$ cat src/rtl/booth_multiplier_param.sv
`default_nettype none
// ============================================================================
// Module   : booth_multiplier_param
// Brief    : Width-generic sequential radix-4 Booth multiplier, signed/unsigned,
//            with op_start / op_clear / op_done handshake.
// Revision : 1.0 - initial release
// ============================================================================
module booth_multiplier_param #(
    parameter int WIDTH = 64
) (
    input  logic                 clk,
    input  logic                 reset,
    input  logic                 op_start,
    input  logic                 op_clear,
    input  logic                 signed_mode,
    input  logic [WIDTH-1:0]     multiplicand,
    input  logic [WIDTH-1:0]     multiplier,
    output logic                 busy,
    output logic                 op_done,
    output logic [2*WIDTH-1:0]   result
);

    localparam int W2 = WIDTH + 2;
    localparam int HW = W2 + 2;
    localparam int N  = W2 / 2;
    localparam int CW = $clog2(N + 1);

    typedef enum logic [1:0] {
        S_IDLE = 2'd0,
        S_BUSY = 2'd1,
        S_DONE = 2'd2
    } state_t;

    state_t               state_q, state_d;
    logic [W2-1:0]        a_q, a_d;
    logic [HW-1:0]        hi_q, hi_d;
    logic [W2-1:0]        lo_q, lo_d;
    logic                 bm1_q, bm1_d;
    logic [CW-1:0]        cnt_q, cnt_d;
    logic [2*WIDTH-1:0]   result_q, result_d;

    logic [HW-1:0]        w_a_ext;
    logic [HW-1:0]        w_a_x2;
    logic [HW-1:0]        w_pp;
    logic [HW-1:0]        w_sum;

    assign w_a_ext = {{2{a_q[W2-1]}}, a_q};
    assign w_a_x2  = {w_a_ext[HW-2:0], 1'b0};

    always_comb begin
        w_pp = '0;
        case ({lo_q[1], lo_q[0], bm1_q})
            3'b001, 3'b010: w_pp = w_a_ext;
            3'b011:         w_pp = w_a_x2;
            3'b100:         w_pp = HW'(0) - w_a_x2;
            3'b101, 3'b110: w_pp = HW'(0) - w_a_ext;
            default:        w_pp = '0;
        endcase
    end

    assign w_sum = hi_q + w_pp;

    always_comb begin
        state_d  = state_q;
        a_d      = a_q;
        hi_d     = hi_q;
        lo_d     = lo_q;
        bm1_d    = bm1_q;
        cnt_d    = cnt_q;
        result_d = result_q;
        if (op_clear) begin
            state_d  = S_IDLE;
            a_d      = '0;
            hi_d     = '0;
            lo_d     = '0;
            bm1_d    = 1'b0;
            cnt_d    = '0;
            result_d = '0;
        end else begin
            case (state_q)
                S_IDLE: begin
                    if (op_start) begin
                        // Extension to W2 bits lets one signed datapath serve both modes.
                        a_d      = signed_mode ? {{2{multiplicand[WIDTH-1]}}, multiplicand}
                                               : {2'b00, multiplicand};
                        lo_d     = signed_mode ? {{2{multiplier[WIDTH-1]}}, multiplier}
                                               : {2'b00, multiplier};
                        hi_d     = '0;
                        bm1_d    = 1'b0;
                        cnt_d    = '0;
                        result_d = '0;
                        state_d  = S_BUSY;
                    end
                end
                S_BUSY: begin
                    hi_d  = {{2{w_sum[HW-1]}}, w_sum[HW-1:2]};
                    lo_d  = {w_sum[1:0], lo_q[W2-1:2]};
                    bm1_d = lo_q[1];
                    cnt_d = cnt_q + CW'(1);
                    if (cnt_q == CW'(N - 1)) begin
                        // Low 2*WIDTH bits of the shifted {hi, lo} product.
                        result_d = {w_sum[WIDTH-1:0], lo_q[W2-1:2]};
                        state_d  = S_DONE;
                    end
                end
                S_DONE: begin
                    state_d = S_DONE;
                end
                default: begin
                    state_d = S_IDLE;
                end
            endcase
        end
    end

    always_ff @(posedge clk) begin
        if (reset) begin
            state_q  <= S_IDLE;
            a_q      <= '0;
            hi_q     <= '0;
            lo_q     <= '0;
            bm1_q    <= 1'b0;
            cnt_q    <= '0;
            result_q <= '0;
        end else begin
            state_q  <= state_d;
            a_q      <= a_d;
            hi_q     <= hi_d;
            lo_q     <= lo_d;
            bm1_q    <= bm1_d;
            cnt_q    <= cnt_d;
            result_q <= result_d;
        end
    end

    assign busy    = (state_q == S_BUSY);
    assign op_done = (state_q == S_DONE);
    assign result  = result_q;

endmodule
`default_nettype wire

$ cat config.mk
export PLATFORM = sky130hd
export DESIGN_NAME = booth_multiplier_param
export DESIGN_NICKNAME = d
export VERILOG_FILES = /design/src/rtl/booth_multiplier_param.sv
export SDC_FILE = /design/constraint.sdc
export NUM_CORES = 1
export LEC_CHECK = 0
export BUFFER_PORTS_ARGS = -buffer_cell sky130_fd_sc_hd__buf_2
export CORE_ASPECT_RATIO = 0.8
export CORE_UTILIZATION = 59
export CTS_CLUSTER_DIAMETER = 100
export DETAILED_ROUTE_END_ITERATION = 16
export PLACE_DENSITY = 0.81
export SLEW_MARGIN = 20
export SYNTH_ARGS = -nofsm -noshare
export SYNTH_HDL_FRONTEND = slang
export SYNTH_SLANG_ARGS = --single-unit
$ cat constraint.sdc
create_clock -name clk -period 6.9 [get_ports clk]
set_input_delay 1.38 -clock clk [delete_from_list [all_inputs] [get_ports clk]]
set_output_delay 1.38 -clock clk [all_outputs]
set_load 0.05 [all_outputs]
Word level (Yosys, flattened, before mapping) --
Index checks and enable logic that the tools add are counted.
Word-level totals: bits in registers 337, input port bits 133, logic and storage cells 48
Cells by class: $add $sub $neg 4, equality and inequality tests 11, mux-type cells 17, reductions and logical operators 9
Operator list (number):
- 68-bit one-hot mux with 4 select lines | 1
- 128-bit two-way mux | 2
- 128-bit one-hot mux with 2 select lines | 1
- 66-bit two-way mux | 3
- 68-bit one-hot mux with 2 select lines | 1
- 66-bit one-hot mux with 2 select lines | 1
- 68-bit adder | 1
- 68-bit two-way mux | 1
- 1-bit by 67-bit subtractor with 68-bit output (first input constant) | 1
- 1-bit by 66-bit subtractor with 67-bit output (first input constant) | 1
- 6-bit one-hot mux with 2 select lines | 1
- 3-bit == test (second input constant) | 3
- 6-bit by 1-bit adder with 6-bit output (second input constant) | 1
- 3-bit by 2-bit == test with 1-bit output (second input constant) | 2
- 6-bit == test (second input constant) | 1
- 6-bit two-way mux | 1
- 2-bit one-hot mux with 3 select lines | 1
- 2-bit AND reduction | 3
- 2-bit OR reduction | 3
- 2-bit two-way mux | 2
- 3-bit by 1-bit == test with 1-bit output (second input constant) | 1
- 3-bit AND reduction | 1
- 2-bit by 1-bit == test with 1-bit output (second input constant) | 1
- 2-bit == test (second input constant) | 1
- other kinds (6) | 6

Logic depth before layout (Yosys ltp) --
Gate-level depths: netlist of the first run.
word-level depth 6, gate-level depth with buffers 27, depth with buffers taken out 26

Least setup slack after synthesis of the first run --
Ideal clock, no wire load.
kind reg2reg, start point reg a_q[2], end point reg hi_q[66], data arrival time 5813 ps, data required time 6786 ps, slack 973 ps, cell stages (with the launch flop) 28, path buffers 3, clock period less this slack 5927 ps, cells stage by stage dfxtp_1 > buf_2 > or4_4 > nor2_2 > nand3_1 > or2_1 > or3_1 > or3_1 > clkbuf_1 > or3_1 > nor3_1 > xnor2_1 > a22oi_1 > o21ai_0 > ha_1 > clkbuf_1 > a21o_1 > a21o_1 > a221oi_1 > o21a_1 > o21ai_0 > a31o_2 > a21o_1 > a31o_2 > a221oi_1 > xnor2_1 > a21o_1 > a21o_1
Between the ends: longest elaborated chain between the ends 4, elaborated cells on any way between the ends 5, those cells by class add/sub (3); mux (2)
RTL lines:
- start: declaration | line 35 | logic [W2-1:0] a_q, a_d;
- start signal: assignment | line 119 | a_q <= '0;
- start signal: assignment | line 127 | a_q <= a_d;
- 1-bit by 67-bit subtractor with 68-bit output or 1-bit by 66-bit subtractor with 67-bit output (tied branches) | line 55, 56
- 68-bit one-hot mux with 4 select lines * | line 52 | case ({lo_q[1], lo_q[0], bm1_q})
- 68-bit adder * | line 61 | assign w_sum = hi_q + w_pp;
- 68-bit one-hot mux with 2 select lines * | line 80 | case (state_q)
- end signal: assignment | line 128 | hi_q <= hi_d;
- end: declaration | line 36 | logic [HW-1:0] hi_q, hi_d;
Mark *: on every way between the ends. The rest lies on a longest branch, timed or not. A chain may end at the register's enable or synchronous reset.

Final worst setup path of the first run --
Same ends and word-level chain as after synthesis.

==> implementation parameters, run 1 <==
Parameter                              Value

Cells and area
  Area of all placed cells without fillers    22740 µm²
  Layout area overhead    11.88%
  Top library cells by usage in the layout, fill and taps aside    sky130_fd_sc_hd__nand2_1, sky130_fd_sc_hd__a21oi_1, sky130_fd_sc_hd__dfxtp_1, sky130_fd_sc_hd__buf_2, sky130_fd_sc_hd__nor2_1
  Layout cell share with drive strength beyond 1    15.94%
  Most common cell after layout, fill and taps aside    sky130_fd_sc_hd__nand2_1
  Number of nets in the final layout    3002
  Number of fill cells in the layout    2951

Power
  Total internal power    3.350 mW
  Proportion of power drawn by combinational gates    15.8%
  Lkg Pwr    9.076 nW
  Peak supply drop    0.0001649 V
  Part of the total power dissipated in the clock network    41.3%
  Switching power as a share of total power    28.87%
  Net switching power    1.360 mW
  Post-layout power    4.710 mW
  Relative contribution of sequential cells to total power    42.9%
  Cell Pwr Density    207.1 nW/µm²

Synth
  Number of enable flip-flop cells after synthesis    0
  Async SR Flop Fraction    0%
  Netlist cell types    75
  Primary FF master, synth    sky130_fd_sc_hd__dfxtp_1
  Share of the synthesized area in the top cell type    32.90%
  #FFs+latches synth    334
  Synthesized instance count    2703
  Library cell occupying the most area in the post-synthesis netlist    sky130_fd_sc_hd__dfxtp_1
  Post-Synthesis Net Count    2910
  Top post-synthesis cells by area    sky130_fd_sc_hd__dfxtp_1, sky130_fd_sc_hd__a21oi_1, sky130_fd_sc_hd__nand2_1
  Post-synthesis sequential area ratio    32.90%
  Warnings, synthesis    0
  Cell area after synthesis    20320 µm²
  Average instance area after synthesis    7.519 µm²

Floorplan
  Starting density of the core    60.16%
  Core Footprint    33780 µm²
  Row cnt    60
  Die Footprint    35200 µm²
  Num ports    263
  Die Height    168 µm
  Horizontal die dimension    209.5 µm

CTS
  Number of hold buffers added after cts    0
  Post-CTS Setup Bufs    0
  Cts bufs inserted    36
  Max H-tree Level    2
  Longest Clk Path Bufs    3
  Number of gates resized after cts    0
  TritonCTS clock tree    yes
  Clock latency on the worst-skew pair    0.55 ns
  Clock-pin slew on the worst setup and hold paths    0.06 ns
  Root buf cell    sky130_fd_sc_hd__clkbuf_16
  CTS Sinks    334

Critical path
  Crit path top cell by count    sky130_fd_sc_hd__a21o_1
  Startpoint Class    flip-flop
  Crit-path cells    or4_4 > nor2_2 > nand3_1 > or2_1 > or3_1 > or3_1 > or3_1 > nor3_1 > xnor2_1 > a22oi_1 > o21ai_0 > ha_1 > a21o_1 > a21o_1 > a221oi_1 > o21a_1 > o21ai_0 > a31o_2 > a21o_1 > a31o_2 > a221oi_1 > xnor2_1 > a21o_1 > a21o_1
  Worst-case reg-to-reg path depth    24
  Type of destination of the critical path    flip-flop
  Cell type of the slowest stage on the worst timing path    sky130_fd_sc_hd__or4_4
  Arr. time, crit path    6.90 ns
  Crit-path max cell delay    0.53 ns
  Worst Path Class, Setup    reg -> reg
  Crit-path max FO    7
  Required time of the critical path    7.34 ns

STA
  Fin Setup TNS    0 ns
  Achievable frequency    154.8 MHz
  Worst slew margin relative to its limit    23.93%
  Clock period minus worst slack    6.458 ns
  RSZ-0062 raised after global routing    no
  Fin worst setup slack    0.4420 ns
  Period utilization    93.59%
  Total count of hold-check failures in the final report    0
  WHS    0.4502 ns
  Worst clock skew    0.02267 ns
  Max-slew violation count    0
  Worst-Margin Slew    1.137 ns
  Setup Viol. Count Final    0

Routing
  Detailed Route Iter0 Violations    2093
  Wire length per cell after detailed routing    19.61 µm
  Drc violations    0
  1st-pass router iterations    6
  Routed wire length    63.77 mm
  Final ANT Viol Nets    0
  Via Count    20660
  Ratio of routed vias to standard cells    6.354

Global routing
  Wire length of the first global-routing pass    101.2 mm
  Number of antenna violations at the first check in global routing    1
  Layer with the highest usage after global routing    met2
  Met2 Resource Use GR    56.84%
  Via count of the first global-routing pass    18860
  All-layer global routing usage    35.18%
  Sum of overflow across all layers after global routing    0
  Met1 demand-to-capacity share in global routing    47.73%
  Largest net degree at the start of global routing    123
  GR Layer Usage met3    4.066%

Worst hold path
  Cells on Worst Hold Path    2
  Path type of the worst min-delay path    reg -> reg

Placed design
  Worst setup slack after placement    0.5476 ns
  Total half-perimeter wirelength after legalization and detailed placement    43.85 mm
  GP Congestion    0.9547
  Dpl cell area    21600 µm²
  Count of input and output buffers    262

Job
  Max_cap viols    0

Outcome
  Outcome    finished clean
-- per-stage QoR --
step,cells,util (%)
global placement,3191,63.93
detailed placement,3191,63.93
global route,3251,67.31
CTS,3250,67.29
floorplan,2703,-
finish,3251,67.31
-- registers in the layout (all words and copies together), names as in the netlist --
| signal | count |
|---|---|
| result | 128 |
| hi_q | 66 |
| lo_q | 66 |
| a_q | 65 |
| cnt_q | 6 |
| state_q | 2 |
| bm1_q | 1 |
-- path summary, 6_finish.rpt --
kind                      startpoint                 endpoint  slack, ns
max reg2reg      a_q[2]$_SDFFE_PP0P_    hi_q[66]$_SDFFE_PP0P_       0.44
min          result[65]$_SDFFE_PP0P_  result[65]$_SDFFE_PP0P_       0.45
max              a_q[2]$_SDFFE_PP0P_    hi_q[66]$_SDFFE_PP0P_       0.44
min reg2reg  result[65]$_SDFFE_PP0P_  result[65]$_SDFFE_PP0P_       0.45
-- synthesized netlist by cell type (27+ instances only) --
| library cell | number |
|---|---|
| sky130_fd_sc_hd__xor2_1 | 83 |
| sky130_fd_sc_hd__nand2_1 | 438 |
| sky130_fd_sc_hd__o221ai_1 | 75 |
| sky130_fd_sc_hd__o22ai_1 | 63 |
| sky130_fd_sc_hd__a21oi_1 | 375 |
| sky130_fd_sc_hd__ha_1 | 73 |
| sky130_fd_sc_hd__nor2_1 | 221 |
| sky130_fd_sc_hd__a31oi_1 | 34 |
| sky130_fd_sc_hd__o21ai_0 | 111 |
| sky130_fd_sc_hd__a221oi_1 | 29 |
| sky130_fd_sc_hd__mux2_2 | 62 |
| sky130_fd_sc_hd__clkbuf_1 | 214 |
| sky130_fd_sc_hd__a22oi_1 | 42 |
| sky130_fd_sc_hd__nand3_1 | 112 |
| sky130_fd_sc_hd__dfxtp_1 | 334 |
| sky130_fd_sc_hd__xnor2_1 | 73 |
| sky130_fd_sc_hd__a21o_1 | 48 |
| sky130_fd_sc_hd__nor3_1 | 27 |
-- power by group through the flow --
stage | combinational (mW) | sequential (mW) | clock (mW)
2_1_floorplan | 0.540 | 2.04 | 0
3_3_place_gp | 0.711 | 2.06 | 0
3_5_place_dp | 0.725 | 2.06 | 0
4_1_cts | 0.730 | 2.02 | 1.96
5_1_grt | 0.807 | 2.03 | 2.03
6_report | 0.743 | 2.02 | 1.94
-- cell families (layout without fill, tap and decap cells) --
| family | count (synthesis) | count (layout) | synth area share, % |
|---|---|---|---|
| compound gates | 869 | 869 | 26.58 |
| xor+xnor | 156 | 156 | 6.723 |
| fa+ha+maj | 74 | 74 | 4.593 |
| buf+inv | 272 | 385 | 5.147 |
| flops | 334 | 334 | 32.90 |
| mux | 76 | 76 | 4.125 |
| other cells | 0 | 1 | 0 |
| simple gates | 922 | 922 | 19.93 |
-- final cells by class --
type / count / area, µm² / share of cell area (%)
Sequential cell: 334 / 6689 / 29.42
Timing Repair Buffer: 300 / 1600 / 7.038
Clock buffer: 49 / 969.7 / 4.265
Multi-Input combinational cell: 2097 / 12670 / 55.73
Inverter: 26 / 97.59 / 0.4292
Clock inverter: 10 / 165.2 / 0.7263
Antenna cell: 1 / 2.502 / 0.01101
Tap cell: 434 / 543.0 / 2.388
-- critical path: cells and delay by family, from the launching register on --
family                   cells  cell delay, ns
AO/OA/AOI/OAI               13            2.68
XOR/XNOR                     2            0.26
adder cells (fa/ha/maj)      1            0.40
flip-flops                   1            0.39
AND/OR/NAND/NOR              8            2.61
-- per-layer routing --
layer,routed length (µm),vias up,share of wire (%)
met2,29160,907,46
met3,4433,169,7.0
met1,27580,9712,43
met5,0,-,0
met4,2598,0,4.1
li1,-,9870,-
Power figures use the tool's default switching activity.
==> run 2, diff against run 1 <==
- CTS_BUF_LIST: unset -> sky130_fd_sc_hd__clkbuf_16
==> run 2 against run 1 <==
Critical path type unchanged. Largest power group unchanged. Via count up 0.20%. Flip-flop and latch count unchanged. Critical endpoint unchanged. Clock power about the same. Non-clock buffer count unchanged. Critical path depth unchanged.
==> implementation parameters, run 2 (synthesis results as in run 1) <==
Parameter                              Value

Power
  Lkg Pwr    9.110 nW (was 9.076 nW)
  Cell Pwr Density    205.8 nW/µm² (was 207.1 nW/µm²)
  Peak supply drop    0.0001631 V (was 0.0001649 V)

Cells and area
  Number of nets in the final layout    3002 (unchanged)
  Most common cell after layout, fill and taps aside    sky130_fd_sc_hd__nand2_1 (unchanged)
  Layout cell share with drive strength beyond 1    15.87% (was 15.94%)
  Layout area overhead    11.78% (was 11.88%)
  Flip-flop count of the largest register after layout    128 (unchanged)
  Top library cells by usage in the layout, fill and taps aside    sky130_fd_sc_hd__nand2_1, sky130_fd_sc_hd__a21oi_1, sky130_fd_sc_hd__dfxtp_1, sky130_fd_sc_hd__buf_2, sky130_fd_sc_hd__nor2_1 (unchanged)
  End-of-flow core utilization    67.25% (was 67.31%)
  Number of fill cells in the layout    2960 (was 2951)

STA
  Total count of hold-check failures in the final report    0 (unchanged)
  Clock period minus worst slack    6.475 ns (was 6.458 ns)
  Fin Setup TNS    0 ns (unchanged)
  Setup Viol. Count Final    0 (unchanged)
  Worst clock skew    0.01942 ns (was 0.02267 ns)
  Worst slew margin relative to its limit    27.13% (was 23.93%)
  Achievable frequency    154.4 MHz (was 154.8 MHz)
  Worst-Margin Slew    1.089 ns (was 1.137 ns)
  RSZ-0062 raised after global routing    no (unchanged)
  Period utilization    93.84% (was 93.59%)
  Max-slew violation count    0 (unchanged)

CTS
  Number of hold buffers added after cts    0 (unchanged)
  Root buf cell    sky130_fd_sc_hd__clkbuf_16 (unchanged)
  Clock latency on the worst-skew pair    0.55 ns (about the same)
  Post-CTS Setup Bufs    0 (unchanged)
  Longest Clk Path Bufs    3 (unchanged)
  Cts bufs inserted    36 (unchanged)
  Max H-tree Level    2 (unchanged)
  Clock-pin slew on the worst setup and hold paths    0.06 ns (about the same)
  TritonCTS clock tree    yes (unchanged)
  Number of gates resized after cts    0 (unchanged)
  CTS Sinks    334 (unchanged)

Job
  Max_cap viols    0 (unchanged)

Critical path
  Crit path from    a_q[2]$_SDFFE_PP0P_ (unchanged)
  Crit path top cell by count    sky130_fd_sc_hd__a21o_1 (unchanged)
  Arr. time, crit path    6.92 ns (was 6.90 ns)
  Worst-case reg-to-reg path depth    24 (unchanged)
  Cell type of the slowest stage on the worst timing path    sky130_fd_sc_hd__or4_4 (unchanged)
  Required time of the critical path    7.34 ns (about the same)
  Startpoint Class    flip-flop (unchanged)
  Endpoint of the most critical register-to-register path    hi_q[66]$_SDFFE_PP0P_ (unchanged)
  Crit-path cells    or4_4 > nor2_2 > nand3_1 > or2_1 > or3_1 > or3_1 > or3_1 > nor3_1 > xnor2_1 > a22oi_1 > o21ai_0 > ha_1 > a21o_1 > a21o_1 > a221oi_1 > o21a_1 > o21ai_0 > a31o_2 > a21o_1 > a31o_2 > a221oi_1 > xnor2_1 > a21o_1 > a21o_1 (unchanged)
  Crit-path max FO    7 (unchanged)
  Reg-to-reg critical path startpoint    a_q[2]$_SDFFE_PP0P_ (unchanged)
  CP endpoint    hi_q[66]$_SDFFE_PP0P_ (unchanged)
  R2r setup slk    0.42 ns (was 0.44 ns)
  Type of destination of the critical path    flip-flop (unchanged)
  Crit-path max cell delay    0.53 ns (about the same)
  Worst Path Class, Setup    reg -> reg (unchanged)

Global routing
  All-layer global routing usage    35.15% (was 35.18%)
  Number of antenna violations at the first check in global routing    1 (unchanged)
  Largest net degree at the start of global routing    123 (unchanged)
  Wire length of the first global-routing pass    101.1 mm (was 101.2 mm)
  Via count of the first global-routing pass    18890 (was 18860)
  Sum of overflow across all layers after global routing    0 (unchanged)

Floorplan
  Row cnt    60 (unchanged)
  Num ports    263 (unchanged)
  Starting density of the core    60.16% (unchanged)
  Die Height    168 µm (unchanged)
  Die Footprint    35200 µm² (unchanged)
  Core Footprint    33780 µm² (unchanged)
  Horizontal die dimension    209.5 µm (unchanged)

Placed design
  Total half-perimeter wirelength after legalization and detailed placement    43.85 mm (unchanged)
  GP Congestion    0.9547 (unchanged)
  Count of input and output buffers    262 (unchanged)

Routing
  Final ANT Viol Nets    0 (unchanged)
  Routed wire length    63.60 mm (was 63.77 mm)
  Drc violations    0 (unchanged)
  Ratio of routed vias to standard cells    6.367 (was 6.354)
  Wire length per cell after detailed routing    19.56 µm (was 19.61 µm)
  1st-pass router iterations    5 (was 6)
  Detailed Route Iter0 Violations    2160 (was 2093)
  Via Count    20700 (was 20660)

Worst hold path
  Path type of the worst min-delay path    reg -> reg (unchanged)

Outcome
  Outcome    finished clean (unchanged)
[run 2: changes by cell type in the layout (fill, tap and decap cells not counted), sizes merged]
cell | previous run | this run
inv | 26 | 37
clkinv | 6 | 8
clkbuf | 49 | 36
[run 2: how the worst min path moves through the flow]
| stage | from | end | cells after the start |
|---|---|---|---|
| CTS | result[41]$_SDFFE_PP0P_ | result[41]$_SDFFE_PP0P_ | 2 |
| finish | result[42]$_SDFFE_PP0P_ | result[42]$_SDFFE_PP0P_ | 2 |
| global route | result[41]$_SDFFE_PP0P_ | result[41]$_SDFFE_PP0P_ | 2 |
| floorplan | hi_q[49]$_SDFFE_PP0P_ | hi_q[49]$_SDFFE_PP0P_ | 2 |
| detailed placement | result[41]$_SDFFE_PP0P_ | result[41]$_SDFFE_PP0P_ | 2 |
| global placement | result[7]$_SDFFE_PP0P_ | result[7]$_SDFFE_PP0P_ | 2 |
[run 2: metrics by stage]
step | setup slack (ns) | power (mW) | instance area, µm² | cells | hold slack (ns)
after detailed placement | 0.5476 | 2.787 | 21600 | 3191 | 0.4438
final | 0.4249 | 4.676 | 22720 | 3251 | 0.4516
after CTS | 0.5114 | 4.674 | 22710 | 3250 | 0.4518
after global placement | 0.6650 | 2.770 | 21600 | 3191 | 0.4393
after floorplan | 0.9730 | 2.583 | 20320 | 2703 | 0.4318
after global routing | 0.06624 | 4.833 | 22720 | 3251 | 0.4608
[run 2: power breakdown]
part / total [mW] / internal [mW] / switching, mW
Sequential: 2.02 / 1.97 / 0.0551
Clock: 1.91 / 1.09 / 0.817
Combinational: 0.742 / 0.250 / 0.492
[run 2: final cells by class]
type,count,area (µm²),area share [%]
antenna,1,2.502,0.01102
clock buffer,36,900.9,3.965
clock inverter,23,214.0,0.9418
inverter,26,97.59,0.4296
multi-input combinational,2097,12670,55.77
sequential,334,6689,29.44
tap,434,543.0,2.390
timing repair buffer,300,1600,7.044
[run 2: critical path, delay by kind of cell, from the launching register on]
family | cells | cell delay (ns)
DFF | 1 | 0.40
adders and majority gates | 1 | 0.40
and+or+nand+nor | 8 | 2.61
xor gates and xnor gates | 2 | 0.26
AOI/OAI and AO/OA | 13 | 2.68
[run 2: layer usage]
metal | vias to the layer above | wire (µm) | global-route usage (%)
met3 | 163 | 4515 | 4.122
met1 | 9774 | 27450 | 47.52
met5 | - | 0 | 0
met4 | 0 | 2589 | 14.88
li1 | 9872 | - | -
met2 | 890 | 29040 | 56.91
==> run 3, diff against run 2 <==
- CORE_MARGIN: unset -> 3
- CTS_CLUSTER_DIAMETER: 100 -> unset
- CTS_CLUSTER_SIZE: unset -> 24
==> run 3 against run 2 <==
Clock-buffer cell count stayed put. Cell count hardly changed. Setup slack better by 0.0045 ns. Combinational power is 0.8% higher. Fmax hardly changed. Flip-flop and latch count stayed put. Die area is 4.3% higher. Critical endpoint unchanged. Largest power group is now clock.
==> implementation parameters, run 3 (synthesis results as in run 1) <==
Parameter                              Value

STA
  Total count of hold-check failures in the final report    0 (unchanged)
  Worst-Margin Slew    1.133 ns (was 1.089 ns)
  Worst clock skew    0.02841 ns (was 0.01942 ns)
  Clock period minus worst slack    6.471 ns (was 6.475 ns)
  Worst slew margin relative to its limit    24.27% (was 27.13%)
  Achievable frequency    154.5 MHz (was 154.4 MHz)
  Max-slew violation count    0 (unchanged)
  WHS    0.4528 ns (was 0.4516 ns)
  Fin Setup TNS    0 ns (unchanged)
  RSZ-0062 raised after global routing    no (unchanged)
  Setup Viol. Count Final    0 (unchanged)
  Period utilization    93.78% (was 93.84%)

Critical path
  Worst Path Class, Setup    reg -> reg (unchanged)
  Type of destination of the critical path    flip-flop (unchanged)
  Crit-path max FO    7 (unchanged)
  Arr. time, crit path    6.90 ns (was 6.92 ns)
  Required time of the critical path    7.33 ns (was 7.34 ns)
  Startpoint Class    flip-flop (unchanged)

Placed design
  Count of input and output buffers    262 (unchanged)
  Placed insts    3189 (was 3191)
  Dpl cell area    21610 µm² (was 21600 µm²)
  Total half-perimeter wirelength after legalization and detailed placement    44.66 mm (was 43.85 mm)
  GP Congestion    1.041 (was 0.9547)

Floorplan
  Core Footprint    33780 µm² (unchanged)
  Horizontal die dimension    213.5 µm (was 209.5 µm)
  Die Height    172 µm (was 168 µm)
  Die Footprint    36720 µm² (was 35200 µm²)
  Num ports    263 (unchanged)
  Starting density of the core    60.16% (unchanged)
  Row cnt    60 (unchanged)

CTS
  Max H-tree Level    2 (unchanged)
  Clock latency on the worst-skew pair    0.55 ns (about the same)
  Root buf cell    sky130_fd_sc_hd__clkbuf_16 (unchanged)
  CTS Sinks    334 (unchanged)
  Clock-pin slew on the worst setup and hold paths    0.06 ns (about the same)
  Number of hold buffers added after cts    0 (unchanged)
  Longest Clk Path Bufs    3 (unchanged)
  TritonCTS clock tree    yes (unchanged)
  Number of gates resized after cts    0 (unchanged)
  Cts bufs inserted    36 (unchanged)
  Post-CTS Setup Bufs    0 (unchanged)

Outcome
  Outcome    finished clean (unchanged)

Cells and area
  Top library cells by usage in the layout, fill and taps aside    sky130_fd_sc_hd__nand2_1, sky130_fd_sc_hd__a21oi_1, sky130_fd_sc_hd__dfxtp_1, sky130_fd_sc_hd__buf_2, sky130_fd_sc_hd__nor2_1 (unchanged)
  Area of all placed cells without fillers    22890 µm² (was 22720 µm²)
  Number of nets in the final layout    3000 (was 3002)
  Layout cell share with drive strength beyond 1    16.21% (was 15.87%)
  Most common cell after layout, fill and taps aside    sky130_fd_sc_hd__nand2_1 (unchanged)
  Layout area overhead    12.63% (was 11.78%)
  Number of fill cells in the layout    2906 (was 2960)
  Flip-flop count of the largest register after layout    128 (unchanged)
  Non-filler instance count after layout    3253 (was 3251)
  # diodes    0 (was 1)

Power
  Peak supply drop    0.0001917 V (was 0.0001631 V)
  Lkg Pwr    9.171 nW (was 9.110 nW)
  Cell Pwr Density    214.5 nW/µm² (was 205.8 nW/µm²)

Routing
  Wire length per cell after detailed routing    19.90 µm (was 19.56 µm)
  Drc violations    0 (unchanged)
  Routed wire length    64.73 mm (was 63.60 mm)
  Via Count    20800 (was 20700)
  Detailed Route Iter0 Violations    2039 (was 2160)
  Final ANT Viol Nets    0 (unchanged)
  1st-pass router iterations    6 (was 5)
  Ratio of routed vias to standard cells    6.393 (was 6.367)

Global routing
  Via count of the first global-routing pass    19140 (was 18890)
  All-layer global routing usage    33.66% (was 35.15%)
  Sum of overflow across all layers after global routing    0 (unchanged)
  Wire length of the first global-routing pass    101.4 mm (was 101.1 mm)
  Largest net degree at the start of global routing    188 (was 123)
  Number of antenna violations at the first check in global routing    1 (unchanged)

Job
  Max_cap viols    0 (unchanged)

Worst hold path
  Path type of the worst min-delay path    reg -> reg (unchanged)
-- run 3: cell types whose count changed in the layout (fill, tap and decap cells not counted), sizes merged --
cell and delta:
bufinv +5, clkinv +4, buf -2, diode -1
inv -4
-- run 3: final cells by class --
type                    instances  area [µm²]  area share, %
inverters                      26       97.59         0.4264
clock buffers                  36       900.9          3.936
well taps                     434       543.0          2.372
multi-input cells            2097       12670          55.37
flip-flops and latches        334        6689          29.22
repair buffers                298        1607          7.019
clock inverters                28       379.1          1.656
-- run 3: per-stage QoR --
stage | power (mW) | util [%] | worst slack, ns
floorplan | 2.583 | - | 0.9730
global placement | 2.774 | 63.96 | 0.6704
detailed placement | 2.792 | 63.96 | 0.5302
CTS | 4.911 | 67.75 | 0.5042
global route | 5.080 | 67.76 | 0.04375
finish | 4.909 | 67.76 | 0.4294
-- run 3: worst max-delay path: stages (launching register included) --
cell,delay [ns]
sky130_fd_sc_hd__dfxtp_1,0.34
sky130_fd_sc_hd__or4_4,0.56
sky130_fd_sc_hd__nor2_2,0.16
sky130_fd_sc_hd__nand3_1,0.22
sky130_fd_sc_hd__or2_1,0.32
sky130_fd_sc_hd__or3_1,0.36
sky130_fd_sc_hd__or3_1,0.44
sky130_fd_sc_hd__or3_1,0.40
sky130_fd_sc_hd__nor3_1,0.19
sky130_fd_sc_hd__xnor2_1,0.12
sky130_fd_sc_hd__a22oi_1,0.16
sky130_fd_sc_hd__o21ai_0,0.14
sky130_fd_sc_hd__ha_1,0.40
sky130_fd_sc_hd__a21o_1,0.19
sky130_fd_sc_hd__a21o_1,0.17
sky130_fd_sc_hd__a221oi_1,0.31
sky130_fd_sc_hd__o21a_1,0.20
sky130_fd_sc_hd__o21ai_0,0.07
sky130_fd_sc_hd__a31o_2,0.27
sky130_fd_sc_hd__a21o_1,0.20
sky130_fd_sc_hd__a31o_2,0.28
sky130_fd_sc_hd__a221oi_1,0.33
sky130_fd_sc_hd__xnor2_1,0.15
sky130_fd_sc_hd__a21o_1,0.19
sky130_fd_sc_hd__a21o_1,0.17
-- run 3: metal layers --
metal	share of wire, %	up-vias	global-route usage, %
li1	-	9884	-
met5	0.022	-	0
met1	43	9803	45.97
met3	7.4	172	5.097
met4	3.9	2	12.12
met2	46	937	54.46
-- run 3: worst paths after layout --
| check | from | end | slack (ns) | depth (start not counted) |
|---|---|---|---|---|
| worst max-delay path | a_q[0]$_SDFFE_PP0P_ | hi_q[66]$_SDFFE_PP0P_ | 0.43 | 24 |
| worst min-delay path | result[44]$_SDFFE_PP0P_ | result[44]$_SDFFE_PP0P_ | 0.45 | 2 |
| worst max register to register | a_q[0]$_SDFFE_PP0P_ | hi_q[66]$_SDFFE_PP0P_ | 0.43 | 24 |
| worst min register to register | result[44]$_SDFFE_PP0P_ | result[44]$_SDFFE_PP0P_ | 0.45 | 2 |
-- run 3: report_power, final --
part           total (mW)  switching, mW  internal, mW
sequential           2.02         0.0569          1.97
combinational       0.748          0.496         0.251
clock                2.14          0.842          1.30
